[src/rtl/fetch_pc.sv]
`default_nettype none
// ============================================================================
// Module      : fetch_pc
// Description : Program counter and instruction-fetch stage. Issues req/ack
//               fetches, buffers one word when decode stalls, and redirects
//               on taken jumps with a one-cycle flush pulse.
// Revision    : 1.0 - initial release
// ============================================================================
module fetch_pc #(
    parameter int              PC_W      = 16,
    parameter int              INSTR_W   = 16,
    parameter logic [PC_W-1:0] RESET_VEC = '0
) (
    input  logic               clk,
    input  logic               rst,
    input  logic               stall,
    input  logic               jmp_true,
    input  logic [PC_W-1:0]    jmp_target,
    output logic               imem_req,
    output logic [PC_W-1:0]    imem_addr,
    input  logic               imem_ack,
    input  logic [INSTR_W-1:0] imem_rdata,
    output logic               if_valid,
    output logic [INSTR_W-1:0] if_instr,
    output logic [PC_W-1:0]    if_pc,
    output logic               flush
);

    typedef enum logic [1:0] {
        ST_IDLE  = 2'd0,
        ST_REQ   = 2'd1,
        ST_HOLD  = 2'd2,
        ST_DRAIN = 2'd3
    } state_t;

    state_t             r_state;
    state_t             w_state_nxt;
    logic [PC_W-1:0]    r_pc;
    logic [PC_W-1:0]    w_pc_nxt;
    logic [PC_W-1:0]    r_pending_pc;
    logic [PC_W-1:0]    w_pending_pc_nxt;
    logic [INSTR_W-1:0] r_skid;
    logic [INSTR_W-1:0] w_skid_nxt;
    logic [PC_W-1:0]    r_skid_pc;
    logic [PC_W-1:0]    w_skid_pc_nxt;
    logic               w_valid_nxt;
    logic [INSTR_W-1:0] w_instr_nxt;
    logic [PC_W-1:0]    w_if_pc_nxt;
    logic               w_flush_nxt;
    logic [PC_W-1:0]    w_pc_inc;

    assign w_pc_inc = r_pc + PC_W'(1);

    // The PC is left on the abandoned address during DRAIN, so the request
    // address is always the PC.
    assign imem_req  = (r_state == ST_REQ) || (r_state == ST_DRAIN);
    assign imem_addr = r_pc;

    always_ff @(posedge clk or posedge rst) begin
        if (rst) begin
            r_state      <= ST_IDLE;
            r_pc         <= RESET_VEC;
            r_pending_pc <= '0;
            r_skid       <= '0;
            r_skid_pc    <= '0;
            if_valid     <= 1'b0;
            if_instr     <= '0;
            if_pc        <= '0;
            flush        <= 1'b0;
        end else begin
            r_state      <= w_state_nxt;
            r_pc         <= w_pc_nxt;
            r_pending_pc <= w_pending_pc_nxt;
            r_skid       <= w_skid_nxt;
            r_skid_pc    <= w_skid_pc_nxt;
            if_valid     <= w_valid_nxt;
            if_instr     <= w_instr_nxt;
            if_pc        <= w_if_pc_nxt;
            flush        <= w_flush_nxt;
        end
    end

    always_comb begin
        w_state_nxt      = r_state;
        w_pc_nxt         = r_pc;
        w_pending_pc_nxt = r_pending_pc;
        w_skid_nxt       = r_skid;
        w_skid_pc_nxt    = r_skid_pc;
        w_valid_nxt      = if_valid;
        w_instr_nxt      = if_instr;
        w_if_pc_nxt      = if_pc;
        w_flush_nxt      = 1'b0;

        case (r_state)
            ST_IDLE: begin
                w_state_nxt = ST_REQ;
                if (jmp_true) begin
                    w_pc_nxt    = jmp_target;
                    w_flush_nxt = 1'b1;
                end
            end
            ST_REQ: begin
                if (jmp_true) begin
                    w_valid_nxt = 1'b0;
                    w_flush_nxt = 1'b1;
                    if (imem_ack) begin
                        w_pc_nxt = jmp_target;
                    end else begin
                        w_pending_pc_nxt = jmp_target;
                        w_state_nxt      = ST_DRAIN;
                    end
                end else if (imem_ack) begin
                    if (!stall) begin
                        w_instr_nxt = imem_rdata;
                        w_if_pc_nxt = r_pc;
                        w_valid_nxt = 1'b1;
                        w_pc_nxt    = w_pc_inc;
                    end else begin
                        w_skid_nxt    = imem_rdata;
                        w_skid_pc_nxt = r_pc;
                        w_state_nxt   = ST_HOLD;
                    end
                end else if (!stall) begin
                    w_valid_nxt = 1'b0;
                end
            end
            ST_HOLD: begin
                if (jmp_true) begin
                    w_pc_nxt    = jmp_target;
                    w_valid_nxt = 1'b0;
                    w_flush_nxt = 1'b1;
                    w_state_nxt = ST_REQ;
                end else if (!stall) begin
                    w_instr_nxt = r_skid;
                    w_if_pc_nxt = r_skid_pc;
                    w_valid_nxt = 1'b1;
                    w_pc_nxt    = w_pc_inc;
                    w_state_nxt = ST_REQ;
                end
            end
            ST_DRAIN: begin
                // The abandoned word is dropped; a newer jump replaces the target.
                if (jmp_true) begin
                    w_pending_pc_nxt = jmp_target;
                    w_flush_nxt      = 1'b1;
                end
                if (imem_ack) begin
                    w_pc_nxt    = jmp_true ? jmp_target : r_pending_pc;
                    w_state_nxt = ST_REQ;
                end
            end
            default: begin
                w_state_nxt = ST_IDLE;
            end
        endcase
    end

endmodule
`default_nettype wire

[config.mk]
export PLATFORM = sky130hd
export DESIGN_NAME = fetch_pc
export DESIGN_NICKNAME = d
export VERILOG_FILES = /design/src/rtl/fetch_pc.sv
export SDC_FILE = /design/constraint.sdc
export NUM_CORES = 1
export LEC_CHECK = 0
export CAP_MARGIN = 15
export CORE_MARGIN = 8
export CORE_UTILIZATION = 35
export CTS_CLUSTER_DIAMETER = 80
export DETAILED_ROUTE_END_ITERATION = 6
export PLACE_DENSITY = 0.62
export SKIP_LAST_GASP = 1
export SYNTH_ARGS = -nofsm -noshare
export SYNTH_HDL_FRONTEND = slang
export SYNTH_SLANG_ARGS = --single-unit
[constraint.sdc]
create_clock -name clk -period 8.7 [get_ports clk]
set_clock_uncertainty 0.2 [all_clocks]
set_input_delay 1.74 -clock clk [delete_from_list [all_inputs] [get_ports clk]]
set_output_delay 1.74 -clock clk [all_outputs]
set_load 0.05 [all_outputs]
==> impl_metrics.tcl <==
set metrics [dict create \
    final.min_clock_period_ps 4520 \
    syn_area_per_cell_um2 10.8 \
    crit_required_ps 6760 \
    synth_seq_area_share_pct 50.9 \
    grt_max_degree 65 \
    tritoncts "yes" \
    tightest_slew_ps 990 \
    cts_sinks 100 \
    fp.dieH_um 135 \
    fmax_mhz 221 \
    portBuffers 87 \
    cp-end-kind "output port" \
    antenna_found_initial 0 \
    crit_fanout 21 \
    finalCritPeriodShare_pct 52.0 \
    slew_violations 0 \
    synth_top_family_by_area "multiplexers" \
    via_per_inst 5.08 \
    die_x_um 135 \
    yosys.area_share.xor_xnor_pct 1.78 \
    synth_edf_count 0 \
    clockBufferDepth 2 \
    synthArstFlopShare_pct 100 \
    drc 0 \
    setup_tns_ps 0 \
    cp.arrival_ps 2580 \
    gp_congestion 0.859 \
    startpoint "r_state[1]" \
    placedCellCount 689 \
    cts_root_buf "clkbuf_16" \
    hold_path.class "register to register" \
    crit_end "imem_req" \
    final_nets 563 \
    synth_area_leaders "dfrtp_1, mux2_2, mux2i_1, o21ai_0, nand2_1" \
    worstRegToRegCells 7 \
    area_growth_pct 25.9 \
    synth.area.mux_share_pct 17.9 \
    max_stage_delay_ps 810 \
    post_cts_buffers 0 \
    worstSetupPathType "register to output port" \
    core_um2 13800 \
    cts_hold_buf 0 \
    rrSetupSlack_ps 5800 \
    synth_fp_nets 497 \
    vias 3582 \
    final.setup.worst_slack_ps 4180 \
    synth_fa_ha_area_share_pct 1.53 \
    dr.pass1.iters 5 \
    dp_hpwl_um 8280 \
    syn_inst 454 \
    ys_seq_elements 100 \
    start_util_pct 35.6 \
    gr-total-overflow 0 \
    cts_buffers 9 \
    grt_pass1_wl_um 19300 \
    grt_usage_pct 13.1 \
    rsz0062_at_grt "false" \
    pre_cts_slack_ps 4280 \
    critPathSlowestCell "clkdlybuf4s50_1" \
    yosysWarnings 0 \
    clk_latency_ps 340 \
    drt_iter0_markers 466 \
    synth_cell_types 51 \
    crit_chain "ha_1, nor2_1, inv_1, clkdlybuf4s50_1" \
    power_w 0.00261 \
    ir_drop_uv 128 \
    timing.rr.start "r_state[0]" \
    grt_pass1_vias 3643 \
    synth_ff_type "dfrtp_1" \
    netlist_area_um2 4920 \
    leakage_nw 2.54 \
    setup_viol 0 \
    synth-simple-area-share_pct 8.65 \
    antennaDiodeCount 0 \
    drt-wirelength-per-cell_um 16.6 \
    startpoint_type "register" \
    r2r_end "if_pc[10]" \
    synth_top_cell_area_share_pct 50.9 \
    drive_above_1_share_pct 13.9 \
    clkTransAtPathRegs_ps 70 \
    yosysTopAreaCell "dfrtp_1" \
    ios 88 \
    slew_headroom_pct 34.0 \
    htree_levels 3 \
    power_density_nw_per_um2 422 \
    post-route-util_pct 44.8 \
    status "finished clean" \
    layout.cells.non_filler 705 \
    row_count 43 \
    antenna_left 0 \
    cts-resized-gates 0 \
    die_area_um2 18100 \
    drt-total-wl_um 11700 \
    drv_cap 0 \
    synth_compound_area_share_pct 15.3 \
    finalHoldViolCount 0 \
]
stage by stage:
| step | area, um^2 | hold slack, ps |
|---|---|---|
| 2_1_floorplan | 4920 | 250 |
| 3_3_place_gp | 5900 | 260 |
| 3_5_place_dp | 5900 | 271 |
| 4_1_cts | 6190 | 286 |
| 5_1_grt | 6190 | 300 |
| 6_report | 6190 | 279 |
critical path, delay by kind of cell (launching register included):
family | cells | cell delay, ps
buf+inv | 2 | 950
flops | 1 | 390
simple gates | 1 | 260
fa+ha+maj | 1 | 640
sequential cells by signal (all words and copies together), names as in the netlist:
signal        cells
flush             1
if_instr         16
if_pc            16
if_valid          1
imem_addr        16
r_pending_pc     16
r_skid           16
r_skid_pc        16
r_state           2
cells by family after synthesis:
group / count (synthesis)
AOI/OAI and AO/OA: 112
xor gates and xnor gates: 10
adders and majority gates: 6
buffers and inverters: 48
DFF: 100
muxes: 82
and+or+nand+nor: 96
how the worst min path moves through the flow:
stage | to | cells after the start | from
finish | if_pc[8] | 2 | if_pc[8]
global placement | if_instr[3] | 2 | if_instr[3]
CTS | r_skid_pc[10] | 2 | r_skid_pc[10]
floorplan | r_skid_pc[10] | 2 | r_skid_pc[10]
detailed placement | if_instr[12] | 2 | if_instr[12]
global route | r_skid_pc[10] | 2 | r_skid_pc[10]
final cells by class:
cell class | instances | area (um^2)
Tap cell | 180 | 225
Inverter | 13 | 51.3
Fill cell | 1291 | 7630
Sequential cell | 100 | 2500
Clock buffer | 11 | 233
Clock inverter | 5 | 60.1
Multi-Input combinational cell | 306 | 2230
Timing Repair Buffer | 90 | 893
cell usage in the layout, fill, tap and decap left out, types with 2 or more instances in the layout:
cell type / n
clkdlybuf4s50_1: 87
a22oi_1: 2
o221ai_1: 4
o22ai_1: 2
nor2b_1: 4
inv_1: 11
mux2i_1: 35
nor2_1: 20
a311oi_1: 3
nand3b_1: 2
a22o_1: 5
a21o_1: 5
a211oi_1: 2
clkbuf_1: 2
xnor2_1: 6
nor3_1: 3
nand3_1: 5
xor2_1: 4
a21oi_1: 7
a221oi_1: 9
buf_4: 3
nor4_1: 3
nand4_1: 3
ha_1: 5
dfrtp_1: 100
a31oi_1: 5
o21ai_0: 52
nand2_1: 49
mux2_2: 47
clkbuf_16: 9
inv_6: 2
o31ai_1: 3
cell usage after synthesis (2+ instances only):
cell type and n:
xnor2_1 6, nor4_1 3, inv_1 12, buf_1 3, o22ai_1 2, nor3_1 3
o21ai_0 52, o31ai_1 3, buf_2 8, nand2_1 49, ha_1 6, nand3b_1 2
a221oi_1 9, nor2b_1 4, a21oi_1 7, a31oi_1 5, nand4_1 3, mux2_2 47
a311oi_1 3, nor2_1 20, or3_1 2, a211oi_1 2, nand3_1 6, buf_4 2
mux2i_1 35, o221ai_1 4, a21o_1 5, xor2_1 4, clkbuf_1 21, a22oi_1 2
a22o_1 5, dfrtp_1 100
metal layers:
metal	GRT usage, %	wire length (um)	part of all wire (%)
met5	0	0	0
met4	5.36	200	1.7
met3	2.34	590	5.0
met2	20.6	5490	47
met1	17.4	5430	46
power by group:
part	switching [W]	total, W	internal [W]	leakage, nW
Clock	0.000176	0.000401	0.000225	0.141
Sequential	0.000184	0.000877	0.000693	1.22
Combinational	0.000817	0.00133	0.000518	1.18
Power figures use the tool's default switching activity.
